===== config.mk =====
export PLATFORM = sky130hd
export DESIGN_NAME = uart_tx_arbiter
export DESIGN_NICKNAME = d
export VERILOG_FILES = /design/src/rtl/uart_pkg.sv /design/src/rtl/uart_byte_fifo.sv /design/src/rtl/uart_tx_arbiter.sv
export SDC_FILE = /design/constraint.sdc
export NUM_CORES = 1
export LEC_CHECK = 0
export BUFFER_PORTS_ARGS = -buffer_cell sky130_fd_sc_hd__buf_2
export CAP_MARGIN = 30
export CELL_PAD_IN_SITES_DETAIL_PLACEMENT = 1
export CELL_PAD_IN_SITES_GLOBAL_PLACEMENT = 1
export CORE_MARGIN = 4
export CORE_UTILIZATION = 42
export CTS_CLUSTER_DIAMETER = 80
export DETAILED_ROUTE_END_ITERATION = 7
export PLACE_DENSITY = 0.74
export REMOVE_ABC_BUFFERS = 1
export SYNTH_ARGS = -nofsm -noshare
export SYNTH_HDL_FRONTEND = slang
export SYNTH_SLANG_ARGS = --single-unit

===== constraint.sdc =====
create_clock -name clk_i -period 3.6 [get_ports clk_i]
set_input_delay 0.72 -clock clk_i [delete_from_list [all_inputs] [get_ports clk_i]]
set_output_delay 0.72 -clock clk_i [all_outputs]
set_load 0.01 [all_outputs]

===== src/rtl/uart_pkg.sv =====
// uart_pkg: shared state encoding and sizing constants for the UART transmit arbiter
package uart_pkg;
   typedef enum logic [1:0] {
      IDLE     = 2'd0,
      START    = 2'd1,
      WAIT_END = 2'd2,
      WAIT_CLR = 2'd3
   } state_t;
   localparam int BYTE_W    = 8;
   localparam int DEF_DEPTH = 4;
endpackage


===== src/rtl/uart_byte_fifo.sv =====
// uart_byte_fifo: small byte FIFO with push-side overflow flag; a push is judged against the registered count
module uart_byte_fifo
   import uart_pkg::*;
#(
   parameter int DEPTH = DEF_DEPTH
) (
   input  logic                  clk_i,
   input  logic                  rst_i,
   input  logic                  push_i,
   input  logic [BYTE_W-1:0]     data_i,
   input  logic                  pop_i,
   output logic [BYTE_W-1:0]     head_o,
   output logic [$clog2(DEPTH):0] count_o,
   output logic                  full_o,
   output logic                  empty_o,
   output logic                  ovf_o
);
   localparam int AW = $clog2(DEPTH);
   localparam logic [AW:0] FULL = (AW+1)'(DEPTH);
   logic [BYTE_W-1:0] mem_q [DEPTH];
   logic [AW-1:0] wr_q, rd_q;
   logic [AW:0] cnt_q;
   logic ovf_q;
   logic do_push, do_pop;
   assign full_o  = cnt_q == FULL;
   assign empty_o = cnt_q == '0;
   assign count_o = cnt_q;
   assign ovf_o   = ovf_q;
   assign head_o  = mem_q[rd_q];
   assign do_push = push_i && !full_o;
   assign do_pop  = pop_i && !empty_o;
   // pointers and count; pointers wrap naturally at DEPTH, overflow is sticky until reset
   always_ff @(posedge clk_i or posedge rst_i) begin
      if (rst_i) begin
         wr_q  <= '0;
         rd_q  <= '0;
         cnt_q <= '0;
         ovf_q <= 1'b0;
      end else begin
         wr_q  <= wr_q + AW'(do_push);
         rd_q  <= rd_q + AW'(do_pop);
         cnt_q <= cnt_q + (AW+1)'(do_push) - (AW+1)'(do_pop);
         ovf_q <= ovf_q | (push_i & full_o);
      end
   end
   // storage needs no reset: the count alone defines which entries are valid
   always_ff @(posedge clk_i) begin
      if (do_push) mem_q[wr_q] <= data_i;
   end
endmodule


===== src/rtl/uart_tx_arbiter.sv =====
// uart_tx_arbiter: round-robin launch of bytes from two FIFOs onto one UART transmitter
module uart_tx_arbiter
   import uart_pkg::*;
#(
   parameter int DEPTH = DEF_DEPTH
) (
   input  logic              clk_i,
   input  logic              rst_i,
   input  logic              ch0_wr_i,
   input  logic [BYTE_W-1:0] ch0_data_i,
   output logic              ch0_full_o,
   input  logic              ch1_wr_i,
   input  logic [BYTE_W-1:0] ch1_data_i,
   output logic              ch1_full_o,
   output logic [1:0]        ovf_o,
   output logic              tx_start_o,
   output logic [BYTE_W-1:0] tx_data_o,
   input  logic              tx_end_i,
   output logic              busy_o,
   output logic              grant_o
);
   state_t state_q, state_d;
   logic last_q, last_d, grant_q, grant_d, start_q, busy_q, sel;
   logic [BYTE_W-1:0] data_q, data_d, head0, head1;
   logic [1:0] pop, empty, ne;
   logic [$clog2(DEPTH):0] unused_cnt0, unused_cnt1;
   uart_byte_fifo #(.DEPTH(DEPTH)) u_fifo0 (
      .clk_i(clk_i), .rst_i(rst_i), .push_i(ch0_wr_i), .data_i(ch0_data_i), .pop_i(pop[0]),
      .head_o(head0), .count_o(unused_cnt0), .full_o(ch0_full_o), .empty_o(empty[0]), .ovf_o(ovf_o[0])
   );
   uart_byte_fifo #(.DEPTH(DEPTH)) u_fifo1 (
      .clk_i(clk_i), .rst_i(rst_i), .push_i(ch1_wr_i), .data_i(ch1_data_i), .pop_i(pop[1]),
      .head_o(head1), .count_o(unused_cnt1), .full_o(ch1_full_o), .empty_o(empty[1]), .ovf_o(ovf_o[1])
   );
   assign ne         = ~empty;
   assign sel        = &ne ? ~last_q : ne[1];
   assign tx_start_o = start_q;
   assign tx_data_o  = data_q;
   assign busy_o     = busy_q;
   assign grant_o    = grant_q;
   // next state: grant and pop in IDLE, then wait for the end flag to rise and fall again
   always_comb begin
      state_d = state_q;
      last_d  = last_q;
      grant_d = grant_q;
      data_d  = data_q;
      pop     = '0;
      case (state_q)
         IDLE: if (|ne) begin
            pop[sel] = 1'b1;
            data_d   = sel ? head1 : head0;
            grant_d  = sel;
            last_d   = sel;
            state_d  = START;
         end
         START:    state_d = WAIT_END;
         WAIT_END: state_d = tx_end_i ? WAIT_CLR : WAIT_END;
         WAIT_CLR: state_d = tx_end_i ? WAIT_CLR : IDLE;
      endcase
   end
   // state and registered outputs; last resets to 1 so channel 0 wins the first tie
   always_ff @(posedge clk_i or posedge rst_i) begin
      if (rst_i) begin
         state_q <= IDLE;
         last_q  <= 1'b1;
         grant_q <= 1'b0;
         data_q  <= '0;
         start_q <= 1'b0;
         busy_q  <= 1'b0;
      end else begin
         state_q <= state_d;
         last_q  <= last_d;
         grant_q <= grant_d;
         data_q  <= data_d;
         start_q <= state_d == START;
         busy_q  <= state_d != IDLE;
      end
   end
endmodule


==> results of run 1 <==
-- placed cells by master, fill, tap and decap left out, types with 7 or more instances in the layout --
cell type,instances
a21oi_1,8
buf_2,35
clkbuf_8,9
dfrtp_1,29
edfxtp_1,64
inv_1,9
mux2i_1,7
mux4_2,16
nand2_1,8
nor2_1,16
-- critical path: stages (launching register included) --
cell and delay, ns:
dfrtp_1 0.44, or3_4 0.41, a21o_1 0.33, and3_1 0.26
ha_1 0.27, inv_1 0.04, ha_1 0.20, fa_1 0.41
xor2_1 0.17, xnor2_1 0.13
-- Yosys cell counts (all sizes together) --
| cell type | count |
|---|---|
| edfxtp | 64 |
| dfrtp | 29 |
| mux4 | 16 |
| nor2 | 16 |
| inv | 9 |
| a21oi | 8 |
| buf | 8 |
| nand2 | 8 |
| mux2i | 7 |
| ha | 6 |
| xnor2 | 6 |
| a21o | 4 |
| nor3b | 4 |
| xor2 | 4 |
| and3 | 3 |
| fa | 2 |
| nor2b | 2 |
| o21ai | 2 |
| a31oi | 1 |
| clkbuf | 1 |
| dfstp | 1 |
| nand3 | 1 |
| nor3 | 1 |
| o41a | 1 |
| or2 | 1 |
| or3 | 1 |
-- worst min path at each step --
stage	slack, ns	to	cells past startpoint	start
3_3_place_gp	0.43	u_fifo1.ovf_o	1	u_fifo1.ovf_o
3_5_place_dp	0.44	u_fifo0.ovf_o	1	u_fifo0.ovf_o
6_report	0.43	tx_start_o	3	rst_i
5_1_grt	0.47	tx_data_o[2]	3	rst_i
4_1_cts	0.43	tx_data_o[3]	3	rst_i
2_1_floorplan	0.46	last_q	2	last_q
-- metal layers --
layer | part of all wire | routed length [um] | up-vias
met5 | 0 | 0 | -
met2 | 0.49 | 3160 | 32
met3 | 0.038 | 248 | 11
li1 | - | - | 843
met1 | 0.45 | 2930 | 910
met4 | 0.018 | 115 | 0
-- report_power, final --
group          total [mW]  switching (mW)  internal (mW)
registers            1.75           0.253           1.49
clock network       0.650           0.386          0.264
logic                1.03           0.517          0.510
-- area by class of cell --
| class | instances | area [um2] |
|---|---|---|
| clock buffers | 10 | 128 |
| clock inverters | 6 | 52.6 |
| fillers | 824 | 4250 |
| inverters | 9 | 33.8 |
| multi-input cells | 94 | 920 |
| flip-flops and latches | 94 | 2670 |
| well taps | 105 | 131 |
| repair buffers | 38 | 198 |
-- registers in the layout (all words and copies together), names as in the netlist --
signal	flops
busy_o	1
grant_o	1
last_q	1
state_q	2
tx_data_o	8
tx_start_o	1
u_fifo0.count_o	3
u_fifo0.mem_q	32
u_fifo0.ovf_o	1
u_fifo0.rd_q	2
u_fifo0.wr_q	2
u_fifo1.count_o	3
u_fifo1.mem_q	32
u_fifo1.ovf_o	1
u_fifo1.rd_q	2
u_fifo1.wr_q	2
-- through the flow --
stage / util / cell area (um2) / hold slack [ns] / power (mW)
2_1_floorplan: - / 3630 / 0.458 / 2.45
3_3_place_gp: 0.472 / 3960 / 0.435 / 2.77
3_5_place_dp: 0.472 / 3960 / 0.444 / 2.83
4_1_cts: 0.494 / 4140 / 0.425 / 3.49
5_1_grt: 0.494 / 4140 / 0.470 / 3.69
6_report: 0.494 / 4140 / 0.426 / 3.42
-- kinds of logic (layout without fill, tap and decap cells) --
logic type / after synthesis / count (layout)
adder cells (fa/ha/maj): 8 / 8
buffers and inverters: 18 / 63
flip-flops: 94 / 94
AO/OA/AOI/OAI: 16 / 16
XOR/XNOR: 10 / 10
AND/OR/NAND/NOR: 37 / 37
multiplexers: 23 / 23
==> summary.txt, run 1 <==
Timing
  – Peak Freq: 361 MHz
  – Final hold vios: 0
  – Crit share post-route: 0.769
  – Pins Over Slew Limit: 0
  – Setup WS post-layout: approximately 0.83 ns
  – RSZ-0062 raised after global routing: no
  – Final TNS setup: 0 ns
  – Minimum clock period: 2.77 ns
  – Clock skew: 0.00856 ns
  – Tightest Pin Transition: 0.835 ns
  – Worst slew margin: 0.443
  – Final setup violation count: 0

Synth
  – Synthesis Warnings: 0
  – Mapped Cells: 206
  – Synthesized area per cell: roughly 18 um2
  – Synth Cell Area: between 3000 and 4000 um2
  – Simple-gate share of the synthesized area: 0.0485
  – Synth Area in Compound Gates: 0.0292
  – Synth top area cells: edfxtp_1 (52%), dfrtp_1 (20%), mux4_2 (9.8%)
  – Count of cell types in the netlist: 31
  – XOR/XNOR Fraction of Synth Area: 0.0237
  – Mux contribution to synthesized area: 0.117
  – Sequential share of the synthesized area: 0.724
  – Yosys top cell by area: edfxtp_1
  – Yosys reg bits: 94
  – Adder-cell share of the synthesized area: 0.0312
  – Synth top area share: 0.521
  – Main combinational cell family by area after synthesis: multiplexers

Placement
  – Worst slack, placed: 0.830 ns
  – Placed insts: 340
  – I/O Buffers: 35
  – GPL Wtd Cong: around 0.67
  – Detailed placement HPWL: around 4.6 mm

Worst setup path
  – Crit path to: u_fifo0.count_o[2]
  – CP arrival: between 3 and 4 ns
  – R2R Path Start: u_fifo0.count_o[1]
  – CP required: 3.84 ns
  – Crit-path max FO: 9
  – Worst setup startpoint: u_fifo0.count_o[1]
  – R2R cell count: 9
  – Setup Crit Path Kind: flop to flop
  – Reg2reg end: u_fifo0.count_o[2]
  – Worst reg-to-reg setup slack: approximately 0.83 ns
  – CP Capture Type: flop
  – CP Launch Type: flop

Clock tree
  – Clk root buf: clkbuf_8
  – H-tree levels: 3
  – Total clock buffers created by CTS: 9
  – CTS tree: yes
  – Clock slew at reported path FFs: about 0.10 ns
  – Max Root-Sink Buffers: 2
  – Hold bufs inserted after CTS: 0
  – CTS Sinks: 94
  – Resized Gates After CTS: 0
  – Clock Latency Late Sink: ~0.36 ns
  – Postcts setup bufs: 0

Power
  – P per Cell Area: 828 nW/um2
  – Peak supply drop: 331 uV
  – Leak: around 1.6 nW

Detailed routing
  – Final wirelength: 6.45 mm
  – Post-route DRC: 0
  – Routed vias/inst: ~5.0
  – Final ANT Viol Nets: 0
  – Vias: between 1,500 and 2,000
  – Initial DRC count: 88
  – First-pass iteration count of the detailed router: 3
  – WL/cell: 18.1 um

Finish
  – Non-filler cells, final: 356
  – Layout cell share with drive strength beyond 1: 0.291
  – Ant. Diodes: 0
  – Nets: between 200 and 300
  – Synth-to-layout area growth: 12.1%

Global routing
  – First-pass GRT wire length: ~11 mm
  – GR Util met3: 0.0406
  – GR peak layer: met2
  – M2 GR Usage: 0.220
  – Vias in the first global route: roughly 2,000
  – Grt ovf: 0
  – Initial antenna violation count: 0
  – Largest net degree at the start of global routing: 31
  – Met1 Use GR: 0.194
  – Gr usage total: 0.142

Die
  – Die height: just over 100 um
  – Core Area: roughly 8400 um2
  – Die area: between 10,000 and 15,000 um2
  – I/O Pins: 36
  – Initial core utilization: 0.440
  – Die X: between 100 and 150 um
  – Num rows: 33

Hold path
  – Min-Delay Path Class: primary input to asynchronous set/reset pin

Run
  – Max Cap Violations: 0

Status
  – Run status: complete, no violations
(Power assumes the default switching activity.)
==> run 2: changes to the inputs <==
--- a/config.mk
+++ b/config.mk
@@ -5,6 +5,7 @@
 export SDC_FILE = /design/constraint.sdc
 export NUM_CORES = 1
 export LEC_CHECK = 0
+export ABC_AREA = 1
 export BUFFER_PORTS_ARGS = -buffer_cell sky130_fd_sc_hd__buf_2
 export CAP_MARGIN = 30
 export CELL_PAD_IN_SITES_DETAIL_PLACEMENT = 1
@@ -13,7 +14,7 @@
 export CORE_UTILIZATION = 42
 export CTS_CLUSTER_DIAMETER = 80
 export DETAILED_ROUTE_END_ITERATION = 7
-export PLACE_DENSITY = 0.74
+export PLACE_DENSITY = 0.8
 export REMOVE_ABC_BUFFERS = 1
 export SYNTH_ARGS = -nofsm -noshare
 export SYNTH_HDL_FRONTEND = slang
==> constraint.sdc (replaced) <==
create_clock -name clk_i -period 2.5 [get_ports clk_i]
set_input_delay 0.5 -clock clk_i [delete_from_list [all_inputs] [get_ports clk_i]]
set_output_delay 0.5 -clock clk_i [all_outputs]
set_load 0.01 [all_outputs]
==> run 2 against run 1 <==
  * Non-clock buffer count is 7 higher
  * Setup slack worse by 0.66 ns
  * Final cell count is 46% higher
  * Die area is 7.5% higher
  * Critical endpoint unchanged
  * Highest routed layer unchanged
  * Largest power group unchanged
==> summary.txt, run 2 <==
Worst setup path
  – Worst stage delay on the critical path: 0.41 ns (was 0.44 ns)
  – CP arrival: 2.59 ns (was 3.01 ns)
  – CP Capture Type: flop (unchanged)
  – Slowest cell on crit path: dfrtp_1 (unchanged)
  – CP Launch Type: flop (unchanged)
  – Worst setup startpoint: u_fifo0.count_o[1] (unchanged)
  – R2R cell count: 10 (was 9)
  – CP required: 2.76 ns (was 3.84 ns)
  – Reg2reg end: u_fifo0.count_o[2] (unchanged)
  – Setup Crit Path Kind: flop to flop (unchanged)
  – Crit-path cells: inv_2 > nand3_4 > nand2_4 > nand2_2 > and3_1 > ha_1 > inv_1 > ha_1 > fa_1 > xnor2_1 (was or3_4 > a21o_1 > and3_1 > ha_1 > inv_1 > ha_1 > fa_1 > xor2_1 > xnor2_1)
  – R2R Path Start: u_fifo0.count_o[1] (unchanged)
  – Crit-path max FO: 10 (was 9)
  – Most numerous cell on the critical path: ha_1 (unchanged)
  – Worst reg-to-reg setup slack: 0.17 ns (was 0.83 ns)

Die
  – Die area: 11,100 um2 (was 10,400 um2)
  – Core Area: 9240 um2 (was 8380 um2)
  – Num rows: 35 (was 33)
  – Die height: 105 um (was 102 um)
  – I/O Pins: 36 (unchanged)
  – Initial core utilization: 0.432 (was 0.440)
  – Die X: 105 um (was 102 um)

Timing
  – RSZ-0062 raised after global routing: no (unchanged)
  – Pins Over Slew Limit: 0 (unchanged)
  – Final setup violation count: 0 (unchanged)
  – Worst slew margin: 0.568 (was 0.443)
  – Peak Freq: 430 MHz (was 361 MHz)
  – Tightest Pin Transition: 0.647 ns (was 0.835 ns)
  – Final hold vios: 0 (unchanged)
  – Final TNS setup: 0 ns (unchanged)
  – Minimum clock period: 2.33 ns (was 2.77 ns)
  – Clock skew: 0.0133 ns (was 0.00856 ns)
  – Crit share post-route: 0.930 (was 0.769)

Detailed routing
  – Routed vias/inst: 4.92 (was 5.04)
  – Vias: 2,557 (was 1,796)
  – Post-route DRC: 0 (unchanged)
  – Final wirelength: 8.10 mm (was 6.45 mm)
  – Final ANT Viol Nets: 0 (unchanged)
  – Met3 routed WL: 298 um (was 248 um)
  – Top sig layer: met4 (unchanged)
  – DRT met1 WL: 3.40 mm (was 2.93 mm)
  – Initial DRC count: 157 (was 88)
  – Met2 WL post-DR: 4.27 mm (was 3.16 mm)
  – First-pass iteration count of the detailed router: 4 (was 3)
  – WL/cell: 15.6 um (was 18.1 um)

Synth
  – XOR/XNOR Fraction of Synth Area: 0.0154 (was 0.0237)
  – Main combinational cell family by area after synthesis: simple AND/OR/NAND/NOR gates (was multiplexers)
  – Post-synth top cells: nand2_1 (96), edfxtp_1 (64), nand3_1 (40) (was edfxtp_1 (64), dfrtp_1 (29), mux4_2 (16), nor2_1 (16), inv_1 (9))
  – Main synth FF type: edfxtp_1 (unchanged)
  – Simple-gate share of the synthesized area: 0.202 (was 0.0485)
  – Synthesis Warnings: 0 (unchanged)
  – EDFF count, synth: 64 (unchanged)
  – Synthesized area per cell: 11.7 um2 (was 17.9 um2)
  – Yosys top cell by area: edfxtp_1 (unchanged)
  – Synth async-reset ratio: 0.319 (unchanged)
  – Mux contribution to synthesized area: 0 (was 0.117)
  – Adder-cell share of the synthesized area: 0.0288 (was 0.0312)
  – Synth Area in Compound Gates: 0.0235 (was 0.0292)
  – Synth top area cells: edfxtp_1 (48%), dfrtp_1 (18%), nand2_1 (9.0%) (was edfxtp_1 (52%), dfrtp_1 (20%), mux4_2 (9.8%))
  – Mapped Cells: 342 (was 206)
  – Synth Cell Area: 3990 um2 (was 3690 um2)
  – Synth top area share: 0.482 (was 0.521)
  – Most common cell in the netlist: nand2_1 (was edfxtp_1)
  – Yosys reg bits: 94 (unchanged)
  – Sequential share of the synthesized area: 0.670 (was 0.724)
  – Count of cell types in the netlist: 29 (was 31)

Clock tree
  – Clock slew at reported path FFs: 0.09 ns (was 0.10 ns)
  – Clk root buf: clkbuf_8 (unchanged)
  – Hold bufs inserted after CTS: 0 (unchanged)
  – Total clock buffers created by CTS: 9 (unchanged)
  – H-tree levels: 3 (unchanged)
  – Clock Latency Late Sink: 0.38 ns (was 0.36 ns)
  – CTS tree: yes (unchanged)
  – Resized Gates After CTS: 0 (unchanged)
  – Max Root-Sink Buffers: 2 (unchanged)
  – Postcts setup bufs: 0 (unchanged)
  – CTS Sinks: 94 (unchanged)

Power
  – P per Cell Area: 1190 nW/um2 (was 828 nW/um2)
  – Peak supply drop: 446 uV (was 331 uV)
  – Leak: 1.90 nW (was 1.56 nW)

Finish
  – Nets: 415 (was 275)
  – Layout cell share with drive strength beyond 1: 0.212 (was 0.291)
  – Commonest non-fill, non-tap cell in the layout: nand2_1 (was edfxtp_1)
  – # fillers: 1,015 (was 824)
  – Most frequent cells in the layout: nand2_1 (96), edfxtp_1 (64), nand3_1 (40) (was edfxtp_1 (64), buf_2 (35), dfrtp_1 (29))
  – Ant. Diodes: 0 (unchanged)
  – Synth-to-layout area growth: 11.4% (was 12.1%)
  – Final Core Density: 0.481 (was 0.494)

Hold path
  – Min-Delay Path Class: primary input to asynchronous set/reset pin (unchanged)

Status
  – Run status: complete, no violations (unchanged)

Placement
  – GPL Wtd Cong: 0.725 (was 0.674)
  – I/O Buffers: 35 (unchanged)
  – Detailed placement HPWL: 5.84 mm (was 4.56 mm)

Global routing
  – Grt ovf: 0 (unchanged)
  – First-pass GRT wire length: 13.8 mm (was 10.7 mm)
  – Largest net degree at the start of global routing: 20 (was 31)
  – Vias in the first global route: 2,701 (was 2,016)
  – Gr usage total: 0.163 (was 0.142)
  – Initial antenna violation count: 0 (unchanged)

Run
  – Max Cap Violations: 0 (unchanged)
run 2: kinds of logic (layout without fill, tap and decap cells):
family,count (synthesis),after routing
AO/OA/AOI/OAI,15,15
XOR/XNOR,7,7
adder cells (fa/ha/maj),8,8
buffers and inverters,40,89
flip-flops,94,94
AND/OR/NAND/NOR,178,178
run 2: worst max-delay path by stage:
stage,endpoint,slack (ns)
floorplan,u_fifo0.count_o[2],0.41
global placement,u_fifo0.count_o[2],0.29
detailed placement,u_fifo0.count_o[2],0.22
CTS,u_fifo0.count_o[2],0.15
global route,u_fifo0.count_o[2],0.04
finish,u_fifo0.count_o[2],0.17
run 2: worst max-delay path: cells and delay by family, from the launching register on:
kind	cells	cell delay (ns)
xor gates and xnor gates	1	0.13
and+or+nand+nor	4	0.63
adders and majority gates	3	0.90
DFF	1	0.41
buffers and inverters	2	0.14
run 2: where the power goes:
group	switching (mW)	leakage, nW	internal [mW]
sequential	0.313	0.937	2.14
clock	0.574	0.0881	0.375
combinational	1.24	0.878	0.650
total	2.13	1.90	3.17
run 2: routing by layer:
metal,global-route usage,vias to the layer above
met5,0,-
met4,0.0590,0
met3,0.0423,6
met2,0.279,39
met1,0.197,1284
li1,-,1228
run 2: area by class of cell:
cell class	instances	area, um2	area share
Clock buffer	9	124	0.0279
Tap cell	129	161	0.0363
Multi-Input combinational cell	208	1080	0.242
Inverter	28	113	0.0253
Timing Repair Buffer	45	240	0.0540
Clock inverter	7	57.6	0.0129
Sequential cell	94	2670	0.601
run 2: metrics by stage:
stage / cell area [um2] / std cells / total power, mW / hold WS [ns] / setup slack [ns]
6_report: 4450 / 520 / 5.29 / 0.171 / 0.174
5_1_grt: 4450 / 520 / 5.75 / 0.220 / 0.0442
4_1_cts: 4450 / 520 / 5.37 / 0.170 / 0.147
3_5_place_dp: 4270 / 504 / 4.41 / 0.441 / 0.217
3_3_place_gp: 4250 / 500 / 4.26 / 0.434 / 0.295
2_1_floorplan: 3860 / 330 / 3.71 / 0.442 / 0.406
